[src/rtl/shift_pkg.sv]
// Shared definitions for the universal shift register: operation codes,
// controller state encoding and a small op classification helper.
// Optional compare stage in univ_shift_reg is enabled by UNIV_SHIFT_CMP_EN.
package shift_pkg;

  localparam logic [2:0] OP_NOP  = 3'b000;
  localparam logic [2:0] OP_LOAD = 3'b001;
  localparam logic [2:0] OP_SHL  = 3'b010;
  localparam logic [2:0] OP_SHR  = 3'b011;
  localparam logic [2:0] OP_ROL  = 3'b100;
  localparam logic [2:0] OP_ROR  = 3'b101;
  localparam logic [2:0] OP_ASR  = 3'b110;
  localparam logic [2:0] OP_CLR  = 3'b111;

  localparam logic [0:0] ST_IDLE = 1'b0;
  localparam logic [0:0] ST_RUN  = 1'b1;

  // Shift/rotate ops are the only ones that take stepping cycles.
  function automatic logic is_step_op(input logic [2:0] op);
    return (op != OP_NOP) && (op != OP_LOAD) && (op != OP_CLR);
  endfunction

endpackage

[src/rtl/usr_step.sv]
// Single bit-step of the universal shift register: given the current word,
// the operation and the serial inputs, produce the next word and the bit
// that falls out. Purely combinational.
module usr_step
  import shift_pkg::*;
#(
  parameter int WIDTH = 8
) (
  input  logic [2:0]       op_i,
  input  logic [WIDTH-1:0] q_i,
  input  logic             sl_i,
  input  logic             sr_i,
  output logic [WIDTH-1:0] q_next_o,
  output logic             carry_next_o
);

  // One-step next value; non-stepping ops pass the word through.
  always_comb begin
    q_next_o     = q_i;
    carry_next_o = 1'b0;
    case (op_i)
      OP_SHL: begin
        q_next_o     = {q_i[WIDTH-2:0], sl_i};
        carry_next_o = q_i[WIDTH-1];
      end
      OP_SHR: begin
        q_next_o     = {sr_i, q_i[WIDTH-1:1]};
        carry_next_o = q_i[0];
      end
      OP_ROL: begin
        q_next_o     = {q_i[WIDTH-2:0], q_i[WIDTH-1]};
        carry_next_o = q_i[WIDTH-1];
      end
      OP_ROR: begin
        q_next_o     = {q_i[0], q_i[WIDTH-1:1]};
        carry_next_o = q_i[0];
      end
      OP_ASR: begin
        q_next_o     = {q_i[WIDTH-1], q_i[WIDTH-1:1]};
        carry_next_o = q_i[0];
      end
      default: begin
        q_next_o     = q_i;
        carry_next_o = 1'b0;
      end
    endcase
  end

endmodule

[src/rtl/univ_shift_reg.sv]
// Universal shift register: parallel load, clear, shifts and rotates by a
// programmable count, one bit-step per clock under start/busy/done.
// Define UNIV_SHIFT_CMP_EN to add the cmp_i / eq_o / gr_o / le_o compare stage.
//
//   state   | meaning
//   --------+------------------------------------------------------------
//   ST_IDLE | waiting for start_i; single-cycle ops complete here
//   ST_RUN  | stepping op_q once per clock until cnt_q reaches terminal 1
module univ_shift_reg
  import shift_pkg::*;
#(
  parameter  int WIDTH = 8,
  localparam int AMT_W = $clog2(WIDTH + 1)
) (
  input  logic             clk_i,
  input  logic             rst_n_i,
  input  logic             start_i,
  input  logic [2:0]       op_i,
  input  logic [AMT_W-1:0] amt_i,
  input  logic [WIDTH-1:0] d_i,
  input  logic             sl_i,
  input  logic             sr_i,
  output logic [WIDTH-1:0] q_o,
  output logic             carry_o,
  output logic             busy_o,
`ifdef UNIV_SHIFT_CMP_EN
  input  logic [WIDTH-1:0] cmp_i,
  output logic             eq_o,
  output logic             gr_o,
  output logic             le_o,
`endif
  output logic             done_o
);

  logic [0:0]       state_q, state_d;
  logic [2:0]       op_q, op_d;
  logic [AMT_W-1:0] cnt_q, cnt_d;
  logic [WIDTH-1:0] q_q, q_d;
  logic             carry_q, carry_d;
  logic             done_q, done_d;

  logic [WIDTH-1:0] step_q;
  logic             step_carry;

  usr_step #(.WIDTH(WIDTH)) u_step (
    .op_i         (op_q),
    .q_i          (q_q),
    .sl_i         (sl_i),
    .sr_i         (sr_i),
    .q_next_o     (step_q),
    .carry_next_o (step_carry)
  );

  // Command decode, step sequencing and down-counter terminal compare.
  always_comb begin
    state_d = state_q;
    op_d    = op_q;
    cnt_d   = cnt_q;
    q_d     = q_q;
    carry_d = carry_q;
    done_d  = 1'b0;
    case (state_q)
      ST_IDLE: begin
        if (start_i) begin
          if (is_step_op(op_i) && (amt_i != '0)) begin
            op_d    = op_i;
            cnt_d   = amt_i;
            state_d = ST_RUN;
          end else begin
            // Zero-count shifts complete like a NOP.
            done_d = 1'b1;
            if (op_i == OP_LOAD) q_d = d_i;
            else if (op_i == OP_CLR) q_d = '0;
          end
        end
      end
      ST_RUN: begin
        q_d     = step_q;
        carry_d = step_carry;
        cnt_d   = cnt_q - AMT_W'(1);
        if (cnt_q == AMT_W'(1)) begin
          state_d = ST_IDLE;
          done_d  = 1'b1;
        end
      end
      default: state_d = ST_IDLE;
    endcase
  end

  // State and datapath registers.
  always_ff @(posedge clk_i or negedge rst_n_i) begin
    if (!rst_n_i) begin
      state_q <= ST_IDLE;
      op_q    <= OP_NOP;
      cnt_q   <= '0;
      q_q     <= '0;
      carry_q <= 1'b0;
      done_q  <= 1'b0;
    end else begin
      state_q <= state_d;
      op_q    <= op_d;
      cnt_q   <= cnt_d;
      q_q     <= q_d;
      carry_q <= carry_d;
      done_q  <= done_d;
    end
  end

  assign q_o     = q_q;
  assign carry_o = carry_q;
  assign busy_o  = (state_q == ST_RUN);
  assign done_o  = done_q;

`ifdef UNIV_SHIFT_CMP_EN
  // Unsigned magnitude compare of the live register against cmp_i.
  always_comb begin
    eq_o = (q_q == cmp_i);
    gr_o = (q_q > cmp_i);
    le_o = (q_q < cmp_i);
  end
`endif

endmodule

[config.mk]
export PLATFORM = sky130hd
export DESIGN_NAME = univ_shift_reg
export DESIGN_NICKNAME = d
export VERILOG_FILES = /design/src/rtl/shift_pkg.sv /design/src/rtl/usr_step.sv /design/src/rtl/univ_shift_reg.sv
export SDC_FILE = /design/constraint.sdc
export NUM_CORES = 1
export LEC_CHECK = 0
export BUFFER_PORTS_ARGS = -buffer_cell sky130_fd_sc_hd__buf_2
export CAP_MARGIN = 10
export CELL_PAD_IN_SITES_DETAIL_PLACEMENT = 0
export CELL_PAD_IN_SITES_GLOBAL_PLACEMENT = 1
export CORE_MARGIN = 2
export CORE_UTILIZATION = 36
export DETAILED_ROUTE_END_ITERATION = 8
export PLACE_DENSITY_LB_ADDON = 0.1
export SLEW_MARGIN = 10
export SYNTH_ARGS = -nofsm -noshare
export SYNTH_HDL_FRONTEND = slang
export SYNTH_SLANG_ARGS = --single-unit
[constraint.sdc]
create_clock -name clk_i -period 1.46 [get_ports clk_i]
set_input_delay 0.146 -clock clk_i [delete_from_list [all_inputs] [get_ports clk_i]]
set_output_delay 0.146 -clock clk_i [all_outputs]
set_load 0.1 [all_outputs]
==> results list <==
- For this run, the top clock speed supported by timing is approximately 690 MHz.
* # nets final: 214
* Number of buffers inserted during clock tree synthesis: 3
* Count of boundary I/O pins: 31
- After floorplanning, the core was divided into 21 placement rows.
- Number of slew-limit violations in the final report: 0
- STA classifies the critical path startpoint as a flip-flop.
* Die ar.: 0.00414 mm²
- Core region area: 0.00342 mm²
* Vias in the first global route: about 1200
* Wire length after detailed routing: 3570 µm
* Final Non-Filler Cells: 237
- The post-route netlist has 46.6% of its cells at a drive strength greater than 1.
- Area share of the leading cell type in the synthesized netlist: 34.4%
* Data arrival, critical path: 1.65 ns
- Root cell of the clock tree: sky130_fd_sc_hd__clkbuf_4
- The final hold violation count came to 0.
* Crit path max fanout: 6
- For this run, design rule violations remaining after detail routing come to 0.
- Number of port buffers: 30
* Syn_nets: 164
* Effective utilization at floorplan: 38.4%
- The initial antenna violation count was 0.
* Classification of the worst-slack hold path: input pin to flip-flop
- CTS built an H-tree with a depth of 1.
* Pin count of the biggest net entering global routing: 19
* Via density per instance: roughly 5.6
- After technology mapping, the gate count stands at 142.
* Slew Limit Headroom: 67.9%
* GRT Overall Usage: around 18%
* Outcome: completed
* Synthesis-stage register bit count: 18
- Global placer's final weighted congestion: between 0.7 and 0.8
- The repair_antennas step left the layout with diodes totalling 0.
- Maximum root-to-sink buffer count: 2
- Top flip-flop cell by instance count after synthesis: sky130_fd_sc_hd__dfrtp_1
- Maximum clock skew at final layout: 0.00469 ns
- Cell with the most instances after synthesis: sky130_fd_sc_hd__nand2_1
- Unique masters post-synth: between 40 and 50
* Clock tree from TritonCTS: built
- The detailed router finished its first iteration with 47 violations.
* # clock sinks: 18
- Final-layout setup total negative slack: 0 ns
- Final hold analysis gives a worst-case slack of 0.115 ns.
- Dpl cells: around 230
- Mapped Avg Cell Area: 9.23 µm²
* Reg clk slew, reported paths: 0.12 ns
- Setup-violating endpoint count in the final report: 0
- Chip Width: 64.3 µm
- Detailed-route wire length per cell: 15.1 µm
* FFs w/ async S/R, synth: 100%
- The final critical path takes up around 100% of the cycle.
- STA classifies the critical path endpoint as a flip-flop.
- In the synthesized netlist, the cells that appear most often are 23 x sky130_fd_sc_hd__nand2_1, 18 x sky130_fd_sc_hd__dfrtp_1, 8 x sky130_fd_sc_hd__o221ai_1, 8 x sky130_fd_sc_hd__o22a_1.
- Count of synthesis-stage warnings from yosys: 0
- Top cell type by total area after synthesis: sky130_fd_sc_hd__dfrtp_1
- After global routing the overflow that remains totals 0.
- The share of the Yosys chip area taken by registers is 34.4%.
- At the later pin of the worst-skew pair, clock insertion delay measures 0.30 ns.
* Total via count in the routed design: 1326
- For the pin with the worst max-slew slack, the measured transition is between 0.4 and 0.5 ns.
- In the post-route analysis, the smallest setup slack over all paths is around 0.0027 ns.
- Wire length of the first global-routing pass: between 5000 and 6000 µm
- The worst path in the final design needs a cycle of 1.46 ns, including I/O delays and setup.
* Final ANT Viol Nets: 0
* Setup Slack @ Placement: -0.0298 ns
- The die is 64.3 µm tall.
- Growth of design area from synthesis to finish: 36.1%
- Max-cap violations in this run came to 0.
- For the worst setup path, the data required time is 1.65 ns.
- Detailed placement finished with a half-perimeter wire length of approximately 2600 µm.
* Unrepaired setup endpoints after global routing: true
- The mapped netlist covers around 0.0013 mm².
* Cell types with the largest area share after synthesis: sky130_fd_sc_hd__dfrtp_1 34%, sky130_fd_sc_hd__nand2_1 6.6%, sky130_fd_sc_hd__o221ai_1 5.3%
- Category of the critical setup timing path: flip-flop to flip-flop
- Yosys mapped a number of flops with a built-in enable equal to 0.
- For this run, the detailed router's first-pass iteration total came to 4.
## cell type report
cell class / instances / area (µm²)
sequential: 18 / 467
tap: 46 / 57.6
clock buffer: 4 / 26.3
inverter: 5 / 18.8
multi-input combinational: 110 / 837
fill: 345 / 1630
timing repair buffer: 54 / 377
## cell families after synthesis
kind of cell	count (synthesis)	share of synthesized area, %
AOI/OAI and AO/OA	48	28.3
buffers and inverters	14	6.40
DFF	18	34.4
adders and majority gates	3	2.77
and+or+nand+nor	46	18.1
muxes	9	7.35
xor gates and xnor gates	4	2.67
## path summary, 6_finish.rpt
check | start | end | slack [ns] | depth (start not counted)
hold reg to reg | carry_o$_DFFE_PN0P_ | carry_o$_DFFE_PN0P_ | 0.50 | 1
setup / recovery | op_q[2]$_DFFE_PN0P_ | q_o[6]$_DFFE_PN0P_ | 0.003 | 5
setup reg to reg | op_q[2]$_DFFE_PN0P_ | q_o[6]$_DFFE_PN0P_ | 0.003 | 5
min in group asynchronous | rst_n_i | busy_o$_DFF_PN0_ | 0.31 | 2
hold / removal | d_i[0] | q_o[0]$_DFFE_PN0P_ | 0.12 | 3
max in group asynchronous | rst_n_i | busy_o$_DFF_PN0_ | 0.81 | 2
## critical path, stage by stage (launching register included)
cell                       delay, ns
sky130_fd_sc_hd__dfrtp_1        0.42
sky130_fd_sc_hd__buf_6          0.14
sky130_fd_sc_hd__maj3_4         0.37
sky130_fd_sc_hd__o221ai_2       0.19
sky130_fd_sc_hd__a31oi_1        0.07
sky130_fd_sc_hd__o22a_1         0.17
## metal layers
layer | vias to the layer above | global-route usage (%) | wire length [µm]
met5 | - | 0 | 0
met4 | 0 | 4.79 | 21
met3 | 2 | 1.58 | 92
met2 | 21 | 31.1 | 1820
met1 | 657 | 23.7 | 1640
li1 | 646 | - | -
## through the flow
step,util (%),area (µm²)
floorplan,-,1330
global placement,48.5,1660
detailed placement,48.5,1660
CTS,51.3,1750
global route,52.2,1780
finish,52.2,1780
## registers in the layout (all words and copies together), names as in the netlist
signal	cells
q_o	8
cnt_q	4
op_q	3
busy_o	1
carry_o	1
done_o	1
## cells in the final DEF (no fill, tap or decap), types with 2 or more instances in the layout
cell type	count
sky130_fd_sc_hd__nand2_1	23
sky130_fd_sc_hd__nand2b_1	6
sky130_fd_sc_hd__buf_2	29
sky130_fd_sc_hd__o21ai_0	2
sky130_fd_sc_hd__o22ai_2	2
sky130_fd_sc_hd__nor2_1	2
sky130_fd_sc_hd__dfrtp_2	10
sky130_fd_sc_hd__xnor2_1	2
sky130_fd_sc_hd__o22a_1	8
sky130_fd_sc_hd__a31oi_1	5
sky130_fd_sc_hd__o211ai_1	6
sky130_fd_sc_hd__nand4_1	2
sky130_fd_sc_hd__inv_1	3
sky130_fd_sc_hd__a221oi_1	4
sky130_fd_sc_hd__buf_4	20
sky130_fd_sc_hd__mux2i_1	4
sky130_fd_sc_hd__clkbuf_4	3
sky130_fd_sc_hd__and3_1	2
sky130_fd_sc_hd__o221ai_1	3
sky130_fd_sc_hd__a21oi_1	6
sky130_fd_sc_hd__buf_12	3
sky130_fd_sc_hd__ha_1	2
sky130_fd_sc_hd__mux2_2	4
sky130_fd_sc_hd__o221ai_2	5
sky130_fd_sc_hd__inv_2	2
sky130_fd_sc_hd__dfrtp_1	7
## what timing repair did
item | CTS | global route
pin swaps | 3 | 1
buffers inserted | 3 | 0
resized for setup | 8 | 7
hold buffers | 1 | 0
hold endpoints to repair | 18 | 0
setup endpoints to repair | 6 | 8
Power is not shown: default switching activity piles up to over one toggle a cycle in this logic, so the estimate is an artifact.
